[src/rtl/spi_pkg.sv]
// Shared definitions for the SPI register-access controller.
// Holds the controller state encoding, the error-flag bit positions, the
// status-byte layout sent at the start of every frame, and the filler byte
// returned when a register read times out.
package spi_pkg;

    typedef enum logic [2:0] {
        IDLE    = 3'd0,
        CMD     = 3'd1,
        WR_DATA = 3'd2,
        WR_WAIT = 3'd3,
        RD_WAIT = 3'd4,
        RD_HOLD = 3'd5,
        DRAIN   = 3'd6
    } state_e;

    // Sticky error flag positions inside err[1:0].
    localparam int ERR_TMO = 0;
    localparam int ERR_OVR = 1;

    // Byte shifted out in place of read data when the bus never acknowledges.
    localparam logic [7:0] RD_TMO_FILL = 8'hFF;

    // First byte of every frame: the sticky error flags, zero-padded.
    function automatic logic [7:0] status_byte(input logic [1:0] err);
        return {6'b0, err};
    endfunction

endpackage

[src/rtl/bus_timer.sv]
// Register-bus acknowledge timeout counter.
// Ports:
//   clk, rst : clock, asynchronous active-high reset
//   start    : pulse in the cycle a bus request is raised; counter restarts at 0
//   ack      : bus completion pulse; stops the counter
//   expire   : high in the last allowed cycle of a request (TMO cycles total)
module bus_timer #(
    parameter int unsigned TMO = 15
) (
    input  logic clk,
    input  logic rst,
    input  logic start,
    input  logic ack,
    output logic expire
);

    localparam logic [7:0] LAST = 8'(TMO - 1);

    logic [7:0] cnt_q;
    logic       running_q;

    // The counter holds k in the k-th cycle of the request, so expiring at
    // TMO-1 keeps the request up for exactly TMO cycles.
    assign expire = running_q && (cnt_q == LAST);

    always_ff @(posedge clk or posedge rst) begin
        if (rst) begin
            cnt_q     <= 8'd0;
            running_q <= 1'b0;
        end else if (start) begin
            cnt_q     <= 8'd0;
            running_q <= 1'b1;
        end else if (running_q) begin
            if (ack || expire) begin
                running_q <= 1'b0;
            end else begin
                cnt_q <= cnt_q + 8'd1;
            end
        end
    end

endmodule

[src/rtl/spi_reg_ctrl.sv]
// SPI slave register-access controller.
// Frame: status byte out, command byte in ({dir, addr}), then data bytes.
// dir=1 writes each following byte to consecutive addresses; dir=0 reads
// consecutive addresses, one per byte clocked by the master.
// Ports:
//   clk, rst              : clock, asynchronous active-high reset
//   frame_start/frame_end : SPI select edges (one-cycle pulses)
//   rx_valid, rx_byte     : received byte from the SPI byte engine
//   tx_byte, tx_load      : next byte to shift out, with load pulse
//   reg_addr/wdata/we/re  : register bus request, held until ack or timeout
//   reg_rdata, reg_ack    : register bus response
//   busy                  : controller not idle
//   err                   : sticky flags [0] bus timeout, [1] rx overrun
module spi_reg_ctrl
    import spi_pkg::*;
#(
    parameter int unsigned ADDR_W = 7,
    parameter int unsigned TMO    = 15
) (
    input  logic              clk,
    input  logic              rst,
    input  logic              frame_start,
    input  logic              frame_end,
    input  logic              rx_valid,
    input  logic [7:0]        rx_byte,
    output logic [7:0]        tx_byte,
    output logic              tx_load,
    output logic [ADDR_W-1:0] reg_addr,
    output logic [7:0]        reg_wdata,
    output logic              reg_we,
    output logic              reg_re,
    input  logic [7:0]        reg_rdata,
    input  logic              reg_ack,
    output logic              busy,
    output logic [1:0]        err
);

    state_e            state_q, state_d;
    logic [7:0]        tx_byte_q, tx_byte_d;
    logic              tx_load_q, tx_load_d;
    logic [ADDR_W-1:0] addr_q, addr_d;
    logic [7:0]        wdata_q, wdata_d;
    logic              we_q, we_d;
    logic              re_q, re_d;
    logic [1:0]        err_q, err_d;
    logic              frame_q, frame_d;

    logic              timer_start;
    logic              expire;
    logic              bus_done;
    logic              bus_tmo;
    logic [ADDR_W-1:0] addr_inc;

    bus_timer #(
        .TMO(TMO)
    ) u_timer (
        .clk   (clk),
        .rst   (rst),
        .start (timer_start),
        .ack   (reg_ack),
        .expire(expire)
    );

    assign bus_done = (we_q || re_q) && reg_ack;
    // Ack in the final cycle still counts as completion.
    assign bus_tmo  = expire && !reg_ack;
    assign addr_inc = addr_q + ADDR_W'(1);

    always_comb begin
        state_d     = state_q;
        tx_byte_d   = tx_byte_q;
        tx_load_d   = 1'b0;
        addr_d      = addr_q;
        wdata_d     = wdata_q;
        we_d        = we_q;
        re_d        = re_q;
        err_d       = err_q;
        timer_start = 1'b0;

        // Tracks select independently of state so DRAIN can wait out a frame.
        if (frame_start) begin
            frame_d = 1'b1;
        end else if (frame_end) begin
            frame_d = 1'b0;
        end else begin
            frame_d = frame_q;
        end

        unique case (state_q)
            IDLE: begin
                if (frame_start) begin
                    state_d   = CMD;
                    tx_byte_d = status_byte(err_q);
                    tx_load_d = 1'b1;
                    err_d     = 2'b00;  // status byte read clears flags
                end
            end

            CMD: begin
                if (rx_valid) begin
                    addr_d = rx_byte[ADDR_W-1:0];
                    if (rx_byte[7]) begin
                        state_d = WR_DATA;
                    end else begin
                        state_d     = RD_WAIT;
                        re_d        = 1'b1;
                        timer_start = 1'b1;
                    end
                end
                // A request raised this cycle must still run to completion.
                if (frame_end) state_d = timer_start ? DRAIN : IDLE;
            end

            WR_DATA: begin
                if (rx_valid) begin
                    wdata_d     = rx_byte;
                    we_d        = 1'b1;
                    timer_start = 1'b1;
                    state_d     = WR_WAIT;
                end
                if (frame_end) state_d = timer_start ? DRAIN : IDLE;
            end

            WR_WAIT: begin
                if (rx_valid) err_d[ERR_OVR] = 1'b1;
                if (bus_done) begin
                    we_d    = 1'b0;
                    addr_d  = addr_inc;
                    state_d = WR_DATA;
                end else if (bus_tmo) begin
                    we_d           = 1'b0;
                    err_d[ERR_TMO] = 1'b1;
                    state_d        = DRAIN;
                end
                if (frame_end) state_d = DRAIN;
            end

            RD_WAIT: begin
                if (rx_valid) err_d[ERR_OVR] = 1'b1;
                if (bus_done) begin
                    re_d    = 1'b0;
                    addr_d  = addr_inc;
                    state_d = RD_HOLD;
                    if (!frame_end) begin
                        tx_byte_d = reg_rdata;
                        tx_load_d = 1'b1;
                    end
                end else if (bus_tmo) begin
                    re_d           = 1'b0;
                    err_d[ERR_TMO] = 1'b1;
                    state_d        = DRAIN;
                    if (!frame_end) begin
                        tx_byte_d = RD_TMO_FILL;
                        tx_load_d = 1'b1;
                    end
                end
                if (frame_end) state_d = DRAIN;
            end

            RD_HOLD: begin
                if (rx_valid) begin
                    re_d        = 1'b1;
                    timer_start = 1'b1;
                    state_d     = RD_WAIT;
                end
                if (frame_end) state_d = timer_start ? DRAIN : IDLE;
            end

            DRAIN: begin
                if (bus_done) begin
                    we_d   = 1'b0;
                    re_d   = 1'b0;
                    addr_d = addr_inc;
                end else if (bus_tmo) begin
                    we_d           = 1'b0;
                    re_d           = 1'b0;
                    err_d[ERR_TMO] = 1'b1;
                end
                if (!frame_q && !frame_start && !we_q && !re_q) state_d = IDLE;
            end

            default: state_d = IDLE;
        endcase
    end

    always_ff @(posedge clk or posedge rst) begin
        if (rst) begin
            state_q   <= IDLE;
            tx_byte_q <= 8'h00;
            tx_load_q <= 1'b0;
            addr_q    <= '0;
            wdata_q   <= 8'h00;
            we_q      <= 1'b0;
            re_q      <= 1'b0;
            err_q     <= 2'b00;
            frame_q   <= 1'b0;
        end else begin
            state_q   <= state_d;
            tx_byte_q <= tx_byte_d;
            tx_load_q <= tx_load_d;
            addr_q    <= addr_d;
            wdata_q   <= wdata_d;
            we_q      <= we_d;
            re_q      <= re_d;
            err_q     <= err_d;
            frame_q   <= frame_d;
        end
    end

    assign tx_byte   = tx_byte_q;
    assign tx_load   = tx_load_q;
    assign reg_addr  = addr_q;
    assign reg_wdata = wdata_q;
    assign reg_we    = we_q;
    assign reg_re    = re_q;
    assign busy      = (state_q != IDLE);
    assign err       = err_q;

endmodule

[config.mk]
export PLATFORM = sky130hd
export DESIGN_NAME = spi_reg_ctrl
export DESIGN_NICKNAME = d
export VERILOG_FILES = /design/src/rtl/spi_pkg.sv /design/src/rtl/bus_timer.sv /design/src/rtl/spi_reg_ctrl.sv
export SDC_FILE = /design/constraint.sdc
export NUM_CORES = 1
export LEC_CHECK = 0
export CORE_ASPECT_RATIO = 0.5
export CORE_MARGIN = 4
export CORE_UTILIZATION = 46
export DETAILED_ROUTE_END_ITERATION = 8
export PLACE_DENSITY = 0.77
export RECOVER_POWER = 100
export SYNTH_ARGS = -nofsm -noshare
export SYNTH_HDL_FRONTEND = slang
export SYNTH_SLANG_ARGS = --single-unit
[constraint.sdc]
create_clock -name clk -period 1.52 [get_ports clk]
set_input_delay 0.304 -clock clk [delete_from_list [all_inputs] [get_ports clk]]
set_output_delay 0.304 -clock clk [all_outputs]
set_load 0.05 [all_outputs]
==> flow_summary.json <==
{
  "synthMuxAreaShare_pct": 7.288,
  "path_clk_slew_ns": 0.09,
  "cp.arrival_ns": 2.11,
  "numPortBuffers": 50,
  "die_y_um": 58.38,
  "grt_max_degree": 42,
  "finalWorstSetupSlack_ns": -0.4175,
  "clock.fmax_ghz": 0.5161,
  "coreArea_sq_um": 4637,
  "cts_buffer_depth": 2,
  "drc": 1,
  "outcome": "complete, but fails checks",
  "min-delay-start": "reg_wdata[4]",
  "vias": 2794,
  "grt_overflow": 0,
  "holdWs_ns": 0.5170,
  "synth_top_area_cell": "dfrtp_1",
  "gp_congestion": 0.9045,
  "post_drt_wl_per_cell_um": 23.51,
  "grt_pass1_vias": 2572,
  "num_antenna_cells": 0,
  "drt-pass1-iter-count": 9,
  "setup-violations-final": 38,
  "synth_area_leaders": "dfrtp_1 (44%), mux2_1 (3.9%), mux2i_1 (3.4%)",
  "start_kind": "flop",
  "relSlewSlack_pct": 29.67,
  "fin_crit_ns": 1.938,
  "path_class": "flop to flop",
  "synth_fa_ha_area_share_pct": 1.608,
  "vdd_drop_max_v": 0.001260,
  "r2r-start": "state_q[1]",
  "ant_nets": 0,
  "avgSynthCellArea_sq_um": 9.608,
  "crit_fanout": 7,
  "synth_edf_count": 0,
  "drt-total-wl_um": 9993,
  "seq_power_share_pct": 22.5,
  "syn2layout_area_growth_pct": 60.88,
  "violations": "design-rule violations, negative setup slack",
  "synthCells": 243,
  "grtUsageTotal_pct": 25.79,
  "io_pins": 51,
  "static-leakage-power_nw": 1.749,
  "synth_top_area_share_pct": 43.94,
  "powerDensity_nw_per_um2": 2262,
  "clock-root-buffer": "clkbuf_8",
  "syn_nets": 268,
  "first_iter_violations": 347,
  "hold_depth": 1,
  "share_comb_of_total_power_pct": 66.3,
  "fp.dieW_um": 108.8,
  "tightest_slew_ns": 1.055,
  "hold_class": "flop to flop",
  "p_sw_share_pct": 49.20,
  "placed_area_sq_um": 3630,
  "viasPerCell": 6.574,
  "num_rows": 17,
  "cts_tree": "yes",
  "power_switching_mw": 4.181,
  "reg2reg_slack_ns": -0.42,
  "synth_compound_gate_area_share_pct": 20.53,
  "finalNetCount": 383,
  "internal-power_mw": 4.317,
  "maxSlewViolCount": 0,
  "final_util_pct": 81.00,
  "drive_gt1_share_pct": 44.29,
  "cp-end-kind": "flop",
  "htree_levels": 2,
  "yosysMostFrequentCell": "dfrtp_1",
  "synth_top_family_by_area": "compound AO/OA/AOI/OAI gates",
  "yosysWarnings": 0,
  "finish.instance_area_sq_um": 3756,
  "maxCapViolCount": 0,
  "timing.final.crit_share_pct": 127.5,
  "numCtsBuffers": 5,
  "netlist_area_sq_um": 2335,
  "synth-simple-area-share_pct": 18.76,
  "holdPathEnd": "reg_wdata[4]",
  "hold_violations": 0,
  "p_clk_share_pct": 11.2,
  "async_flop_share_pct": 100.0,
  "clk_latency_ns": 0.32,
  "yosysSeqAreaShare_pct": 43.94,
  "synth_xor_area_share_pct": 2.626,
  "n_fill_cell": 262,
  "ys_types": 55,
  "clock-skew-final_ns": 0.01253,
  "power_mw": 8.498,
  "fp.dieArea_sq_um": 6348,
  "antenna_found_initial": 0,
  "crit_required_ns": 1.70,
  "start_util_pct": 50.35,
  "yosys_most_used_dff": "dfrtp_1",
  "dp_hpwl_um": 5460,
  "rsz0062_at_grt": "yes",
  "r2r_cells": 6,
  "cts.sinks": 41,
  "synthTopCellsByCount": "dfrtp_1 (41), nor2_1 (17), o21ai_0 (16), inv_1 (15), nand2_1 (12)",
  "rr_endpoint": "state_q[1]",
  "ys_ff_latch": 41,
  "cts-hold-fix-buffers": 0,
  "grt_pass1_wl_um": 12590
}
[registers in the layout, indices dropped and copies added, names as in the netlist]
signal and count:
err 2, reg_re 1, reg_wdata 8, reg_addr 7, frame_q 1, tx_byte 8, reg_we 1, tx_load 1
u_timer.cnt_q 8, state_q 3, u_timer.running_q 1
[logic make-up after synthesis]
family | count (synthesis)
AOI/OAI and AO/OA | 71
and+or+nand+nor | 75
muxes | 16
DFF | 41
xor gates and xnor gates | 7
adders and majority gates | 3
buffers and inverters | 30
[cells in the final DEF, fill, tap and decap left out, types with 4 or more instances in the layout]
| cell type | count |
|---|---|
| clkbuf_1 | 4 |
| mux2_4 | 8 |
| buf_12 | 6 |
| clkdlybuf4s50_1 | 18 |
| o22ai_1 | 6 |
| nand2_1 | 11 |
| dfrtp_1 | 37 |
| dfrtp_2 | 4 |
| clkbuf_2 | 24 |
| nor3_1 | 5 |
| o21ai_0 | 12 |
| inv_1 | 15 |
| mux2i_1 | 8 |
| nand2b_1 | 7 |
| buf_4 | 50 |
| a21oi_1 | 6 |
| xnor2_1 | 7 |
| nand3_1 | 6 |
| o21ai_1 | 6 |
| o211ai_1 | 7 |
| clkbuf_8 | 7 |
| nor2_1 | 14 |
| buf_6 | 11 |
[power by group through the flow]
stage               sequential [mW]  combinational, mW  clock (mW)
floorplan                      2.94               1.79           0
global placement               2.01               5.20           0
detailed placement             2.04               5.38           0
CTS                            1.99               5.68       0.933
global route                   1.96               5.88       0.989
finish                         1.92               5.63       0.950
[stage by stage]
| step | setup slack [ns] | cells | TNS [ns] |
|---|---|---|---|
| 6_report | -0.4175 | 425 | -6.499 |
| 5_1_grt | -0.4116 | 425 | -8.503 |
| 4_1_cts | -0.2737 | 416 | -3.443 |
| 3_5_place_dp | -0.3573 | 403 | -10.40 |
| 3_3_place_gp | -0.2841 | 403 | -8.738 |
| 2_1_floorplan | -0.1369 | 243 | -1.426 |
[timing repair]
item | 4_1_cts | 5_1_grt
gates resized for setup | 28 | 41
endpoints found under the setup margin | 37 | 38
gates cloned | 0 | 1
pin swaps | 8 | 14
setup buffers | 5 | 10
[per-layer routing]
metal / up-vias / track usage [%] / share of wire [%]
li1: 1112 / - / -
met1: 1351 / 30.49 / 35
met2: 242 / 46.18 / 48
met3: 89 / 5.476 / 11
met4: 0 / 11.15 / 6.4
met5: - / 0 / 0
[layout make-up]
type / count / area (sq um) / area share (%)
multi-input cells: 173 / 1454 / 38.71
well taps: 66 / 82.58 / 2.199
inverters: 18 / 67.56 / 1.799
flip-flops and latches: 41 / 1031 / 27.45
repair buffers: 119 / 1005 / 26.75
clock inverters: 1 / 30.03 / 0.7995
clock buffers: 7 / 86.33 / 2.298
[worst max path at each step]
stage	from	endpoint	slack [ns]	cells past startpoint
after global placement	reg_ack	reg_addr[0]	-0.28	7
after detailed placement	reg_ack	u_timer.cnt_q[6]	-0.36	6
after global routing	u_timer.cnt_q[4]	tx_byte[4]	-0.41	5
after CTS	u_timer.cnt_q[4]	tx_byte[0]	-0.27	5
after floorplan	u_timer.cnt_q[4]	tx_byte[1]	-0.14	5
final	state_q[1]	state_q[1]	-0.42	6
[worst max-delay path: stages, from the launching register on]
cell	delay, ns
dfrtp_2	0.43
buf_6	0.14
buf_4	0.15
nor4b_1	0.61
a21oi_1	0.18
o21ai_1	0.17
o211ai_1	0.12
(Power assumes the default switching activity.)
